===== config.mk =====
export PLATFORM = sky130hd
export DESIGN_NAME = elbeth_pipe_skid_register_flat
export DESIGN_NICKNAME = d
export VERILOG_FILES = /design/src/rtl/elbeth_pipe_skid_register_if.sv /design/src/rtl/elbeth_pipe_skid_register.sv /design/src/flat_wrapper.sv
export SDC_FILE = /design/constraint.sdc
export NUM_CORES = 1
export LEC_CHECK = 0
export CORE_MARGIN = 3
export CORE_UTILIZATION = 55
export CTS_BUF_LIST = sky130_fd_sc_hd__clkbuf_2 sky130_fd_sc_hd__clkbuf_4 sky130_fd_sc_hd__clkbuf_8
export DETAILED_ROUTE_END_ITERATION = 7
export GPL_ROUTABILITY_DRIVEN = 0
export HOLD_SLACK_MARGIN = 0.12
export PLACE_DENSITY_LB_ADDON = 0.1
export SLEW_MARGIN = 10
export SYNTH_ARGS = -nofsm -noshare
export SYNTH_HDL_FRONTEND = slang
export SYNTH_SLANG_ARGS = --single-unit
export TNS_END_PERCENT = 100

===== constraint.sdc =====
create_clock -name clk -period 4.85 [get_ports clk]
set_input_delay 0.97 -clock clk [delete_from_list [all_inputs] [get_ports clk]]
set_output_delay 0.97 -clock clk [all_outputs]
set_load 0.005 [all_outputs]

===== src/rtl/elbeth_pipe_skid_register_if.sv =====
// Handshake bundle for the elbeth pipeline skid stage: upstream offer, downstream head, flush and fill level.
// The master side is the surrounding pipeline; the slave side is the stage itself.
interface elbeth_pipe_skid_register_if #(
    parameter int DATA_W = 64,
    parameter int EXC_W  = 4
);
    logic              up_valid;
    logic              up_ready;
    logic [DATA_W-1:0] up_data;
    logic              up_except;
    logic [EXC_W-1:0]  up_except_src;
    logic              ctrl_flush;
    logic              dn_valid;
    logic              dn_ready;
    logic [DATA_W-1:0] dn_data;
    logic              dn_except;
    logic [EXC_W-1:0]  dn_except_src;
    logic [1:0]        occupancy;

    modport master (
        output up_valid,
        output up_data,
        output up_except,
        output up_except_src,
        output ctrl_flush,
        output dn_ready,
        input  up_ready,
        input  dn_valid,
        input  dn_data,
        input  dn_except,
        input  dn_except_src,
        input  occupancy
    );

    modport slave (
        input  up_valid,
        input  up_data,
        input  up_except,
        input  up_except_src,
        input  ctrl_flush,
        input  dn_ready,
        output up_ready,
        output dn_valid,
        output dn_data,
        output dn_except,
        output dn_except_src,
        output occupancy
    );
endinterface


===== src/rtl/elbeth_pipe_skid_register.sv =====
// Two-entry pipeline skid register: a main register feeding the downstream port plus one skid slot,
// so up_ready can be registered without losing throughput.
module elbeth_pipe_skid_register #(
    parameter int                 DATA_W = 64,
    parameter int                 EXC_W  = 4,
    parameter logic [DATA_W-1:0]  BUBBLE = {32'h00000013, 32'h0}
) (
    input  logic                           clk,
    input  logic                           rst,
    elbeth_pipe_skid_register_if.slave     bus
);

    typedef enum logic [1:0] {
        ST_EMPTY = 2'd0,
        ST_ONE   = 2'd1,
        ST_FULL  = 2'd2
    } state_e;

    typedef struct packed {
        logic [DATA_W-1:0] data;
        logic              exc;
        logic [EXC_W-1:0]  src;
    } entry_t;

    localparam entry_t BUBBLE_ENTRY = '{data: BUBBLE, exc: 1'b0, src: '0};

    state_e     state_q, state_d;
    entry_t     main_q, main_d;
    entry_t     skid_q, skid_d;
    logic       up_ready_q, up_ready_d;
    logic       dn_valid_q, dn_valid_d;
    logic [1:0] occupancy_q, occupancy_d;

    entry_t     in_entry;
    logic       in_xfer;
    logic       out_xfer;

    assign in_entry = '{data: bus.up_data, exc: bus.up_except, src: bus.up_except_src};
    assign in_xfer  = bus.up_valid & up_ready_q;
    assign out_xfer = dn_valid_q & bus.dn_ready;

    always_comb begin
        state_d = state_q;
        main_d  = main_q;
        skid_d  = skid_q;

        if (bus.ctrl_flush) begin
            // Flush wins over any transfer offered in the same cycle.
            state_d = ST_EMPTY;
            main_d  = BUBBLE_ENTRY;
            skid_d  = BUBBLE_ENTRY;
        end else begin
            case (state_q)
                ST_EMPTY: begin
                    if (in_xfer) begin
                        state_d = ST_ONE;
                        main_d  = in_entry;
                    end
                end
                ST_ONE: begin
                    if (in_xfer && out_xfer) begin
                        main_d = in_entry;
                    end else if (in_xfer) begin
                        state_d = ST_FULL;
                        skid_d  = in_entry;
                    end else if (out_xfer) begin
                        state_d = ST_EMPTY;
                        main_d  = BUBBLE_ENTRY;
                    end
                end
                ST_FULL: begin
                    if (out_xfer) begin
                        state_d = ST_ONE;
                        main_d  = skid_q;
                        skid_d  = BUBBLE_ENTRY;
                    end
                end
                default: begin
                    state_d = ST_EMPTY;
                    main_d  = BUBBLE_ENTRY;
                    skid_d  = BUBBLE_ENTRY;
                end
            endcase
        end
    end

    always_comb begin
        up_ready_d  = (state_d != ST_FULL);
        dn_valid_d  = (state_d != ST_EMPTY);
        occupancy_d = 2'd0;
        case (state_d)
            ST_ONE:  occupancy_d = 2'd1;
            ST_FULL: occupancy_d = 2'd2;
            default: occupancy_d = 2'd0;
        endcase
    end

    // up_ready stays low throughout reset and rises on the first edge after release.
    always_ff @(posedge clk or negedge rst) begin
        if (!rst) begin
            state_q     <= ST_EMPTY;
            main_q      <= BUBBLE_ENTRY;
            skid_q      <= BUBBLE_ENTRY;
            up_ready_q  <= 1'b0;
            dn_valid_q  <= 1'b0;
            occupancy_q <= 2'd0;
        end else begin
            state_q     <= state_d;
            main_q      <= main_d;
            skid_q      <= skid_d;
            up_ready_q  <= up_ready_d;
            dn_valid_q  <= dn_valid_d;
            occupancy_q <= occupancy_d;
        end
    end

    assign bus.up_ready      = up_ready_q;
    assign bus.dn_valid      = dn_valid_q;
    assign bus.dn_data       = main_q.data;
    assign bus.dn_except     = main_q.exc;
    assign bus.dn_except_src = main_q.src;
    assign bus.occupancy     = occupancy_q;

endmodule


===== src/flat_wrapper.sv =====
// flat-port wrapper written by rule: the top's interface ports become plain ports
module elbeth_pipe_skid_register_flat 
#(
    parameter int                 DATA_W = 64,
    parameter int                 EXC_W  = 4,
    parameter logic [DATA_W-1:0]  BUBBLE = {32'h00000013, 32'h0}
)
  (clk, rst, bus_up_valid, bus_up_data, bus_up_except, bus_up_except_src, bus_ctrl_flush, bus_dn_ready, bus_up_ready, bus_dn_valid, bus_dn_data, bus_dn_except, bus_dn_except_src, bus_occupancy);
  elbeth_pipe_skid_register_if #(.DATA_W(DATA_W), .EXC_W(EXC_W)) bus_i ();
  input  logic clk;
  input  logic rst;
  input wire logic [$bits(bus_i.up_valid)-1:0] bus_up_valid;
  input wire logic [$bits(bus_i.up_data)-1:0] bus_up_data;
  input wire logic [$bits(bus_i.up_except)-1:0] bus_up_except;
  input wire logic [$bits(bus_i.up_except_src)-1:0] bus_up_except_src;
  input wire logic [$bits(bus_i.ctrl_flush)-1:0] bus_ctrl_flush;
  input wire logic [$bits(bus_i.dn_ready)-1:0] bus_dn_ready;
  output wire logic [$bits(bus_i.up_ready)-1:0] bus_up_ready;
  output wire logic [$bits(bus_i.dn_valid)-1:0] bus_dn_valid;
  output wire logic [$bits(bus_i.dn_data)-1:0] bus_dn_data;
  output wire logic [$bits(bus_i.dn_except)-1:0] bus_dn_except;
  output wire logic [$bits(bus_i.dn_except_src)-1:0] bus_dn_except_src;
  output wire logic [$bits(bus_i.occupancy)-1:0] bus_occupancy;
  assign bus_i.up_valid = bus_up_valid;
  assign bus_i.up_data = bus_up_data;
  assign bus_i.up_except = bus_up_except;
  assign bus_i.up_except_src = bus_up_except_src;
  assign bus_i.ctrl_flush = bus_ctrl_flush;
  assign bus_i.dn_ready = bus_dn_ready;
  assign bus_up_ready = bus_i.up_ready;
  assign bus_dn_valid = bus_i.dn_valid;
  assign bus_dn_data = bus_i.dn_data;
  assign bus_dn_except = bus_i.dn_except;
  assign bus_dn_except_src = bus_i.dn_except_src;
  assign bus_occupancy = bus_i.occupancy;
  elbeth_pipe_skid_register #(.DATA_W(DATA_W), .EXC_W(EXC_W), .BUBBLE(BUBBLE)) u_core (.clk(clk), .rst(rst), .bus(bus_i));
endmodule

# Word level (Yosys, flattened, before mapping)
# Cells that the tools add are included.
# totals
reg_bits	144
output_inout_bits	73
inputBits	74
wordCells	47
# classes
muxes	18
n_reduce_logical	5
n_bitwise	2
n_eq_ne	12
# ops
op	count
2-to-1 mux 69 bit	8
one-hot mux 69 bit (3 select lines)	2
2-to-1 mux 2 bit	6
!= test 3 x 2 -> 1 bit (second input constant)	3
AND reduction 4 bit	2
one-hot mux 2 bit (3 select lines)	1
== test 2 x 1 -> 1 bit (second input constant)	2
== test 2 bit (second input constant)	2
!= test 2 bit (second input constant)	2
!= test 4 x 2 -> 1 bit (second input constant)	1
!= test 4 bit (second input constant)	1
one-hot mux 2 bit (2 select lines)	1
!= test 3 bit (second input constant)	1
bitwise AND 1 bit	2
zero test 2 bit	1
nonzero test 2 bit	1
logical AND 1 bit	1

# Longest topological paths before layout
# Gate-level depths: netlist of run 1.
# depth
depth_word	8
ltp_mapped	8
ltp_nobuf	4

# Least setup slack after synthesis of run 1
# Ideal clock, no wire load.
# synth_path
kind	input-to-reg
startpoint	input port bus_up_valid
endpoint	register u_core.main_q, in the netlist u_core.bus.dn_data[59]
slack_ps	2665
required_time_ps	4772
path_stages	7
t_arrival_ps	2107
setup_time_ps	78
n_path_buf	3
cell_sequence	buf_2 and3b_1 a211oi_4 buf_4 buf_2 o21ai_0 a21oi_1
# synth_via
elab_chain_len	5
elab_cells_between_ends	9
classes_between	3 x eq/ne; 3 x mux; 1 x bitwise; 2 x reduce/logical
# synth_rtl
item	line	text
start: declaration	flat_wrapper.sv:12	input wire logic [$bits(bus_i.up_valid)-1:0] bus_up_valid;
bitwise AND 1 bit *	elbeth_pipe_skid_register.sv:39	assign in_xfer = bus.up_valid & up_ready_q;
logical AND 1 bit	elbeth_pipe_skid_register.sv:61	if (in_xfer && out_xfer) begin
2-to-1 mux 69 bit	elbeth_pipe_skid_register.sv:61	
one-hot mux 69 bit (3 select lines)	elbeth_pipe_skid_register.sv:53	case (state_q)
2-to-1 mux 69 bit	elbeth_pipe_skid_register.sv:47	if (bus.ctrl_flush) begin
end signal: assignment	elbeth_pipe_skid_register.sv:109	main_q <= main_d;
end: declaration	elbeth_pipe_skid_register.sv:28	entry_t main_q, main_d;
# Mark *: on every way between the ends. The rest lies on a longest branch, timed or not.
# A chain may end at the register's enable or synchronous reset.

# Worst setup path after layout of run 1
# layout_path
startpoint	register u_core.state_q[1]
endpoint	register u_core.main_q, in the netlist u_core.bus.dn_data[59]
# layout_via
elab_chain_len	3
elab_cells_between_ends	10
classes_between	6 x eq/ne; 2 x mux; 2 x reduce/logical
# layout_rtl
item	line	text
start: declaration	elbeth_pipe_skid_register.sv:27	state_e state_q, state_d;
start signal: assignment	elbeth_pipe_skid_register.sv:108	state_q <= state_d;
== test 2 x 1 -> 1 bit, or another cell as far along	elbeth_pipe_skid_register.sv:53	
!= test 4 bit (no source line), or another cell as far along	-	
AND reduction 4 bit (no source line) / 2-to-1 mux 69 bit (equally long branches)	-	
# Several ways; a longest one is shown, not always the timed one.

==> out/results.tsv, run 1 <==
stage	metric	value	unit
critical_path	worst-path fanout max	56	
grt	largest net degree at the start of global routing	114	
placement	hpwl dp	13.54	mm
detailed_routing	via count	7173	
critical_path	Startpoint Class	flop	
run	max-cap viol count	0	
synth	Synth Register Bits	144	
placement	PortBufs	146	
synth	ys flop type	dfrtp_1	
synth	post-synthesis mux area share	16.67	%
synth	Compound-Gate Fraction of Synth Area	17.02	%
synth	Avg Cell Area, Syn	9.129	µm²
critical_path	critical path data arrival time	3.77	ns
detailed_routing	DR pass1 iterations	5	
critical_path	Worst path max stage delay	0.89	ns
pwr	Internal	2.175	mW
grt	All-Layer GR Usage	27.23	%
die	Starting Density	57.29	%
timing	RSZ-0062 raised after global routing	false	
synth	syn_nets	962	
grt	vias in the first global route	7234	
placement	Inst Count DP	1134	
cts	postcts setup bufs	0	
timing	WHS	0.5264	ns
timing	setup TNS	0	ns
timing	max_slew headroom	26.86	%
pwr	power per standard cell area	310.0	nW/µm²
cells_and_area	Ant. Diodes	0	
critical_path	start-to-end type of the worst setup path	reg2reg	
synth	yosys synthesis warning count	0	
die	Die ar.	16230	µm²
detailed_routing	Via-to-Cell Ratio	6.152	
timing	Max Freq	294.2	MHz
die	Die Ht	127.4	µm
die	top-level I/O count	147	
grt	grt met2 use	44.87	%
die	Die X	127.4	µm
synth	XOR/XNOR Fraction of Synth Area	0	%
critical_path	CP Capture Type	flop	
cts	TritonCTS buffer count	17	
synth	number of distinct library cells after synthesis	32	
run_status	outcome	complete, no violations	
pwr	Net Sw Frac	29.50	%
detailed_routing	DRC	0	
cts	Clock transition at path regs	0.08	ns
detailed_routing	Post-Route WL	22.05	mm
synth	post-synthesis cell count	888	
min_path	Hold Crit Class	reg2reg	
cells_and_area	most frequent cells in the layout	200 x nand2_1, 143 x clkdlybuf4s50_1, 136 x dfrtp_1	
timing	Hold Vio Cnt, Final	0	
cts	post-CTS sizing	0	
timing	final setup fails	0	
synth	async set-reset flop share out of synthesis	100.0	%
grt	met1 track demand over resource	36.09	%
pwr	Seq pwr share	43.4	%
pwr	Combinational Power Share	23.4	%
cts	CTS tree	built	
synth	number of synthesized flops with an enable pin	0	
synth	post-synthesis adder-cell area fraction	0	%
grt	GR peak layer	met2	
pwr	LEAKAGE	3.820	nW
critical_path	r2r startpoint	u_core.state_q[1]$_DFF_PN0_	
synth	largest family of logic cells by synthesized area	compound AO/OA/AOI/OAI gates	
pwr	NetSw	0.9100	mW
grt	first-pass GRT wire length	36.16	mm
grt	initial antenna violation count	0	
min_path	Hold Crit Start	u_core.bus.dn_data[33]$_DFFE_PN1P_	
timing	slew at the pin closest to its max-slew limit	1.094	ns
cells_and_area	layout cells sized above 1	6.491	%
detailed_routing	DRT iter0 DRCs	655	
grt	routing usage on met3	5.268	%
cts	Clock Path Buffers	2	
detailed_routing	antenna viol nets, final	0	
timing	max-slew violations	0	
critical_path	CP Cell Sequence	buf_4 -> and3b_1 -> a211oi_4 -> buf_4 -> o21ai_0 -> a21oi_1	
die	Core Region	14150	µm²
cts	CTS Sinks	144	
critical_path	top cell family by delay on the critical path	buffers and inverters	
synth	Cell Area, Synth	8107	µm²
die	num rows	43	
cts	H-tree levels	4	
critical_path	buffers plus inverters on the worst setup path	2	
critical_path	critical path's slowest cell	dfrtp_4	
cts	Clock Latency Late Sink	0.45	ns
grt	grt ovf	0	
synth	simple-gate share of the synthesized area	16.72	%
timing	final critical-path share of the clock period	70.09	%
detailed_routing	Routed WL per cell	18.91	µm
cts	Hold Buf Count CTS	0	
timing	Final Critical Period	3.400	ns
cells_and_area	Synth-to-Final Area Change	22.75	%
cells_and_area	Layout Cells excl Fill	1166	
critical_path	Worst EP required	5.22	ns
cells_and_area	Layout Nets	1047	
pwr	Peak VDD IR	0.0001769	V
synth	sequential share of the synthesized area	44.54	%
cells_and_area	most common cell after layout, fill and taps aside	nand2_1	
critical_path	Critical path origin	u_core.state_q[1]$_DFF_PN0_	
critical_path	most used cell, CP	buf_4	
pwr	Clock power frac	33.2	%
timing	Final Skew	0.008081	ns
cts	Root Buffer	clkbuf_8	
-- power by group through the flow --
stage                     Clock [mW]  Combinational, mW  Sequential, mW
after CTS                       1.03              0.724            1.34
final                           1.02              0.723            1.34
after detailed placement           0              0.720            1.36
after floorplan                    0              0.421            1.33
after global placement             0              0.703            1.36
after global routing            1.08              0.786            1.35
-- metal layers --
layer | part of all wire, % | routed length (µm)
met1 | 43 | 9405
met2 | 49 | 10770
met3 | 6.7 | 1483
met4 | 1.8 | 389
met5 | 0 | 0
-- final cells by class --
| type | instances | area, µm² |
|---|---|---|
| clock buffers | 25 | 312.8 |
| clock inverters | 7 | 110.1 |
| fillers | 1104 | 4199 |
| inverters | 1 | 3.754 |
| multi-input cells | 651 | 4113 |
| flip-flops and latches | 144 | 3616 |
| well taps | 180 | 225.2 |
| repair buffers | 158 | 1570 |
-- flip-flops by register name (all words and copies together) (netlist names) --
register                  cells
u_core.bus.dn_except          1
u_core.bus.dn_valid           1
u_core.bus.dn_data           64
u_core.bus.occupancy          2
u_core.bus.up_ready           1
u_core.skid_q                69
u_core.state_q                2
u_core.bus.dn_except_src      4
-- final timing paths --
| path | cells after the start | slack (ns) | end |
|---|---|---|---|
| max in group asynchronous | 2 | 3.07 | u_core.skid_q[16]$_DFFE_PN0P_ |
| min in group asynchronous | 1 | 0.65 | u_core.bus.dn_data[6]$_DFFE_PN0P_ |
| worst min-delay path | 2 | 0.53 | u_core.bus.dn_data[33]$_DFFE_PN1P_ |
| worst max register to register | 6 | 1.45 | u_core.bus.dn_data[59]$_DFFE_PN0P_ |
| worst max-delay path | 6 | 1.45 | u_core.bus.dn_data[59]$_DFFE_PN0P_ |
| worst min register to register | 2 | 0.53 | u_core.bus.dn_data[33]$_DFFE_PN1P_ |
-- worst register-to-register path: stages (launching register included) --
cell,delay [ns]
dfrtp_4,0.89
buf_4,0.67
and3b_1,0.29
a211oi_4,0.50
buf_4,0.56
o21ai_0,0.21
a21oi_1,0.20
-- through the flow --
step                instance area (µm²)  util [%]  power (mW)  worst slack (ns)
floorplan                          8107         -       1.755             2.665
global placement                   9528     67.34       2.059             1.577
detailed placement                 9528     67.34       2.078             1.440
CTS                                9951     70.32       3.095             1.494
global route                       9951     70.32       3.216             1.260
finish                             9951     70.32       3.085             1.450
-- cell usage after synthesis (2+ instances only) --
cell      number  area share (%)
nand2_1      201             9.3
dfrtp_1      138              43
mux2i_1      135              17
o21ai_0       72             4.4
a21oi_1       69             4.3
nand2b_1      68             5.2
o32ai_1       66             7.1
clkbuf_1      61             2.8
buf_2         26             1.6
nor2_1         8            0.37
dfstp_2        6             1.9
nand3_1        5            0.31
and3_1         4            0.31
o21a_1         4            0.37
a211oi_1       3            0.28
buf_6          3            0.42
a21o_1         2            0.19
nand4b_1       2            0.22
nor3_1         2            0.12
-- kinds of logic after synthesis --
group	after synthesis
muxes	135
DFF	144
and+or+nand+nor	298
buffers and inverters	93
AOI/OAI and AO/OA	218
Note: power is estimated with default switching activity, not from simulation.
==> inputs of run 2 (changes only) <==
Settings changed: CORE_UTILIZATION 55 to 50.
Clock period 4.85 ns to 2.8 ns, I/O delays scaled along.
==> run 2 against run 1 <==
  * Largest power group unchanged
  * Count of clock-buffer cells in the layout up 1
  * Clock power up 66%
  * First-iteration DRC count down 2.4%
  * Largest cell class unchanged
  * Wire length up 2.4%
  * Utilization down 5.4 points
  * Fmax up 59%
  * Global-route usage down 1.8 points
  * Highest routed layer unchanged
==> out/results.tsv, run 2 (same netlist as run 1, synthesis figures left out) <==
stage	metric	value	unit	change
die	Die ar.	17780	µm²	+9.5%
min_path	Hold Crit Class	in2async		
critical_path	worst-path fanout max	32		-43%
detailed_routing	DRT iter0 DRCs	639		-2.4%
timing	Max Freq	468.9	MHz	+59%
cells_and_area	layout cells sized above 1	7.615	%	+1.1 points
detailed_routing	antenna viol nets, final	0		unchanged
detailed_routing	Routed WL per cell	18.68	µm	-1.2%
critical_path	critical path's slowest cell	dfrtp_4		
timing	max-slew violations	0		unchanged
cts	Hold Buf Count CTS	0		unchanged
timing	slew at the pin closest to its max-slew limit	0.7535	ns	-0.3404 ns
timing	max_slew headroom	49.77	%	+23 points
pwr	power per standard cell area	524.2	nW/µm²	+69%
cts	CTS Sinks	144		unchanged
cts	postcts setup bufs	0		unchanged
critical_path	CP Capture Type	flop		
critical_path	Worst path max stage delay	0.67	ns	-0.22 ns
grt	All-Layer GR Usage	25.45	%	-1.8 points
detailed_routing	Via-to-Cell Ratio	5.938		-3.5%
grt	largest net degree at the start of global routing	79		-31%
cts	post-CTS sizing	0		unchanged
detailed_routing	DRC	0		unchanged
run_status	outcome	complete, no violations		
critical_path	start-to-end type of the worst setup path	reg2reg		
detailed_routing	via count	7179		+0.084%
cells_and_area	sequential cell area	3616	µm²	unchanged
cells_and_area	fillers	1309		+19%
placement	Post-DP Area	9694	µm²	+1.7%
cells_and_area	Biggest register	u_core.skid_q		
timing	setup TNS	0	ns	unchanged
cts	CTS tree	built		
grt	grt ovf	0		unchanged
die	Core Region	15540	µm²	+9.8%
pwr	Peak VDD IR	0.0003746	V	+110%
critical_path	CP Cell Sequence	buf_4 -> nand4b_1 -> nand3b_1 -> buf_4 -> nand2_1 -> a21oi_1		
timing	Hold Vio Cnt, Final	0		unchanged
die	Starting Density	52.17	%	-5.1 points
die	num rows	45		+4.7%
cts	Clock Latency Late Sink	0.46	ns	about the same
cells_and_area	Synth-to-Final Area Change	24.53	%	
cells_and_area	most frequent cells in the layout	200 x nand2_1, 143 x clkdlybuf4s50_1, 136 x dfrtp_1		
grt	first-pass GRT wire length	36.75	mm	+1.6%
grt	vias in the first global route	7068		-2.3%
cells_and_area	most common cell after layout, fill and taps aside	nand2_1		
cells_and_area	Largest register FFs	69		unchanged
critical_path	critical path data arrival time	2.50	ns	-1.27 ns
run	max-cap viol count	0		unchanged
die	Die X	133.3	µm	+4.7%
die	top-level I/O count	147		unchanged
timing	RSZ-0062 raised after global routing	false		
timing	Final Skew	0.01621	ns	+0.008125 ns
critical_path	Worst EP required	3.17	ns	-2.05 ns
critical_path	most used cell, CP	buf_4		
grt	initial antenna violation count	0		unchanged
placement	hpwl dp	14.29	mm	+5.6%
timing	final critical-path share of the clock period	76.16	%	+6.1 points
cells_and_area	Ant. Diodes	0		unchanged
cts	TritonCTS buffer count	17		unchanged
die	Die Ht	133.3	µm	+4.7%
timing	final setup fails	0		unchanged
detailed_routing	DR pass1 iterations	5		unchanged
detailed_routing	Post-Route WL	22.58	mm	+2.4%
cts	Root Buffer	clkbuf_8		
cells_and_area	cell area after layout	10090	µm²	+1.4%
cts	Clock Path Buffers	2		unchanged
cells_and_area	Layout Nets	1059		+1.1%
cells_and_area	Multi-input gate area	4113	µm²	unchanged
placement	PortBufs	146		unchanged
critical_path	Startpoint Class	flop		
cts	Clock transition at path regs	0.08	ns	about the same
cts	H-tree levels	4		unchanged
timing	Final Critical Period	2.133	ns	-1.267 ns
pwr	LEAKAGE	3.886	nW	+1.7%
==> run 2: per-layer routing <==
metal / global-route usage [%] / up-vias / part of all wire, % / wire, µm
met2: 41.73 / 279 / 49 / 11150
li1: - / 3321 / - / -
met3: 5.287 / 30 / 6.5 / 1459
met1: 34.05 / 3549 / 42 / 9573
met5: 0 / - / 0 / 0
met4: 8.114 / 0 / 1.8 / 402
==> run 2: report_power, final <==
part / internal (mW) / switching, mW
Sequential: 2.21 / 0.0988
Combinational: 0.589 / 0.712
Clock: 0.917 / 0.770
==> run 2: final timing paths <==
path	cells past startpoint	start	to	slack (ns)
max	6	u_core.state_q[1]$_DFF_PN0_	u_core.bus.dn_data[55]$_DFFE_PN0P_	0.67
max reg2reg	6	u_core.state_q[1]$_DFF_PN0_	u_core.bus.dn_data[55]$_DFFE_PN0P_	0.67
min reg2reg	2	u_core.bus.dn_data[33]$_DFFE_PN1P_	u_core.bus.dn_data[33]$_DFFE_PN1P_	0.53
min	1	rst	u_core.bus.dn_data[7]$_DFFE_PN0P_	0.13
max in group asynchronous	2	rst	u_core.bus.dn_data[33]$_DFFE_PN1P_	1.89
min in group clk	2	u_core.bus.dn_data[33]$_DFFE_PN1P_	u_core.bus.dn_data[33]$_DFFE_PN1P_	0.53
==> run 2: worst max-delay path: cells and delay by family (launching register included) <==
family | cells | cell delay (ns)
buffers and inverters | 2 | 0.75
flip-flops | 1 | 0.67
AND/OR/NAND/NOR | 3 | 0.45
AO/OA/AOI/OAI | 1 | 0.17
==> run 2: layout make-up <==
cell class	count	area share, %
inverter	1	0.03718
sequential	144	35.82
clock buffer	26	3.173
timing repair buffer	170	16.82
multi-input combinational	651	40.74
tap	211	2.615
clock inverter	6	0.7933
==> run 2: through the flow <==
| step | utilization (%) | worst slack, ns | total power, mW | std cells | hold WS, ns |
|---|---|---|---|---|---|
| after global placement | 62.38 | 0.3103 | 3.610 | 1177 | 0.5053 |
| after CTS | 64.96 | 0.6975 | 5.333 | 1209 | 0.1489 |
| after global routing | 64.96 | 0.5679 | 5.550 | 1209 | 0.1701 |
| final | 64.96 | 0.6674 | 5.291 | 1209 | 0.1323 |
| after floorplan | - | 1.025 | 3.040 | 888 | 0.2644 |
| after detailed placement | 62.38 | 0.2441 | 3.643 | 1177 | 0.5076 |
==> inputs of run 3 (changes only) <==
Settings changed: CORE_UTILIZATION 50 to 55.
Clock period 2.8 ns to 2.1 ns, I/O delays scaled along.
==> run 3 against run 2 <==
  * Hold slack better by 0.27 ns
  * Design area is 1.1% higher
  * Wire length is 0.80% lower
  * Cell count is 1.5% lower
==> out/results.tsv, run 3 (same netlist as run 1, synthesis figures left out) <==
stage	metric	value	unit	change
detailed_routing	wire length on met3	1.445	mm	-0.96%
min_path	Cells on Worst Hold Path	2		
die	Die Ht	127.4	µm	-4.4%
cells_and_area	fillers	1045		-20%
timing	Max Freq	507.2	MHz	
cts	Clock Path Buffers	2		unchanged
cells_and_area	Ant. Diodes	0		unchanged
critical_path	r2r startpoint	u_core.state_q[0]$_DFF_PN0_		
pwr	Peak VDD IR	0.0003802	V	+1.5%
timing	setup TNS	0	ns	unchanged
grt	vias in the first global route	7306		+3.4%
placement	Post-DP Area	9821	µm²	+1.3%
cts	H-tree levels	4		unchanged
detailed_routing	DRT iter0 DRCs	620		-3.0%
timing	Hold Vio Cnt, Final	0		unchanged
cts	postcts setup bufs	0		unchanged
die	Die ar.	16230	µm²	-8.7%
critical_path	CP Cell Sequence	clkdlybuf4s50_1		
cts	Clock transition at path regs	0.08	ns	about the same
critical_path	start-to-end type of the worst setup path	reg2out		
placement	PortBufs	146		unchanged
cells_and_area	Layout Nets	1072		+1.2%
die	Core Region	14150	µm²	-8.9%
run_status	outcome	complete, no violations		
detailed_routing	DRC	0		unchanged
grt	grt ovf	0		unchanged
critical_path	Critical path origin	u_core.bus.dn_valid$_DFF_PN0_		
critical_path	critical path depth	1		-5
placement	hpwl dp	14.61	mm	+2.2%
pwr	Clock power frac	30.0	%	-1.9 points
timing	Final Skew	0.01055	ns	-0.005656 ns
critical_path	Worst EP required	1.68	ns	-1.49 ns
critical_path	R2R Path End	u_core.skid_q[61]$_DFFE_PN0P_		
critical_path	critical path's slowest cell	clkdlybuf4s50_1		
die	Starting Density	57.29	%	+5.1 points
cts	Clock Latency Late Sink	0.45	ns	about the same
cells_and_area	Synth-to-Final Area Change	25.93	%	
critical_path	CP Capture Type	primary output		
detailed_routing	max layer used	met4		
timing	final critical-path share of the clock period	93.88	%	
critical_path	R2R cell count	6		unchanged
timing	WHS	0.4015	ns	+0.2692 ns
cts	post-CTS sizing	0		unchanged
critical_path	Startpoint Class	flop		
detailed_routing	met1 wire length	9.502	mm	-0.74%
pwr	Internal	4.850	mW	+31%
critical_path	worst-path fanout max	9		-72%
timing	slew at the pin closest to its max-slew limit	0.5238	ns	-0.2297 ns
pwr	LEAKAGE	3.965	nW	+2.0%
pwr	Seq pwr share	43.8	%	+0.3 points
critical_path	top cell family by delay on the critical path	buffers and inverters		
cells_and_area	Largest register FFs	69		unchanged
detailed_routing	via count	7244		+0.91%
run	max-cap viol count	0		unchanged
grt	first-pass GRT wire length	36.65	mm	-0.26%
timing	PnR worst setup slack	0.1285	ns	-0.5389 ns
timing	max-slew violations	0		unchanged
min_path	Hold Crit Start	bus_ctrl_flush		
pwr	total power	6.958	mW	+32%
grt	initial antenna violation count	0		unchanged
min_path	hold path endpoint	u_core.bus.dn_data[55]$_DFFE_PN0P_		
timing	max_slew headroom	65.08	%	+15 points
pwr	Net Sw Frac	30.30	%	+0.44 points
grt	All-Layer GR Usage	27.85	%	+2.4 points
placement	worst slack, placed	0.008111	ns	-0.2360 ns
timing	Final Critical Period	1.971	ns	
detailed_routing	Via-to-Cell Ratio	6.082		+2.4%
cts	CTS tree	built		
grt	largest net degree at the start of global routing	57		-28%
timing	final setup fails	0		unchanged
cts	Hold Buf Count CTS	1		+1
critical_path	Worst path max stage delay	0.60	ns	-0.07 ns
cells_and_area	most frequent cells in the layout	200 x nand2_1, 143 x clkdlybuf4s50_1, 136 x dfrtp_1		
die	num rows	43		-4.4%
cts	CTS Sinks	144		unchanged
die	top-level I/O count	147		unchanged
detailed_routing	DR WL met2	11.06	mm	-0.75%
cells_and_area	most common cell after layout, fill and taps aside	nand2_1		
cts	Root Buffer	clkbuf_8		
min_path	Hold Crit Class	in2reg		
timing	RSZ-0062 raised after global routing	false		
die	Die X	127.4	µm	-4.4%
cts	TritonCTS buffer count	17		unchanged
detailed_routing	DR pass1 iterations	5		unchanged
pwr	Combinational Power Share	26.2	%	+1.6 points
pwr	power per standard cell area	681.6	nW/µm²	+30%
pwr	NetSw	2.108	mW	+33%
detailed_routing	antenna viol nets, final	0		unchanged
critical_path	buffers plus inverters on the worst setup path	1		-1
detailed_routing	Routed WL per cell	18.81	µm	+0.70%
detailed_routing	Post-Route WL	22.40	mm	-0.80%
cells_and_area	layout cells sized above 1	8.704	%	+1.1 points
critical_path	reg2reg setup slack	0.24	ns	-0.43 ns
cells_and_area	Biggest register	u_core.skid_q		
critical_path	critical path data arrival time	1.55	ns	-0.95 ns
cells_and_area	cell area after layout	10210	µm²	+1.1%
-- run 3: final cells by class --
| cell class | instances | area [µm²] | share of cell area [%] |
|---|---|---|---|
| repair buffers | 183 | 1873 | 18.35 |
| clock buffers | 27 | 352.8 | 3.456 |
| multi-input cells | 651 | 4113 | 40.29 |
| clock inverters | 5 | 25.02 | 0.2451 |
| flip-flops and latches | 144 | 3616 | 35.42 |
| inverters | 1 | 3.754 | 0.03677 |
| well taps | 180 | 225.2 | 2.206 |
-- run 3: through the flow --
step | utilization (%) | instances
global placement | 69.40 | 1158
global route | 72.15 | 1191
detailed placement | 69.40 | 1158
finish | 72.15 | 1191
CTS | 72.15 | 1191
floorplan | - | 888
-- run 3: power groups by stage --
| stage | Combinational (mW) | Sequential (mW) | Clock [mW] |
|---|---|---|---|
| finish | 1.82 | 3.05 | 2.09 |
| global route | 1.97 | 3.06 | 2.25 |
| CTS | 1.82 | 3.04 | 2.13 |
| detailed placement | 1.81 | 3.10 | 0 |
| global placement | 1.76 | 3.09 | 0 |
| floorplan | 0.973 | 3.08 | 0 |
-- run 3: layer usage --
layer,track usage (%),up-vias
met5,0,-
met4,10.41,0
met3,5.560,38
met2,45.56,288
met1,36.79,3584
li1,-,3334
-- run 3: how the worst max path moves through the flow --
| stage | slack (ns) | end |
|---|---|---|
| CTS | 0.12 | bus_dn_valid |
| floorplan | 0.47 | u_core.bus.dn_data[59]$_DFFE_PN0P_ |
| global placement | 0.04 | u_core.bus.dn_data[19]$_DFFE_PN0P_ |
| global route | 0.07 | bus_dn_valid |
| detailed placement | 0.008 | u_core.bus.dn_data[19]$_DFFE_PN0P_ |
| finish | 0.13 | bus_dn_valid |
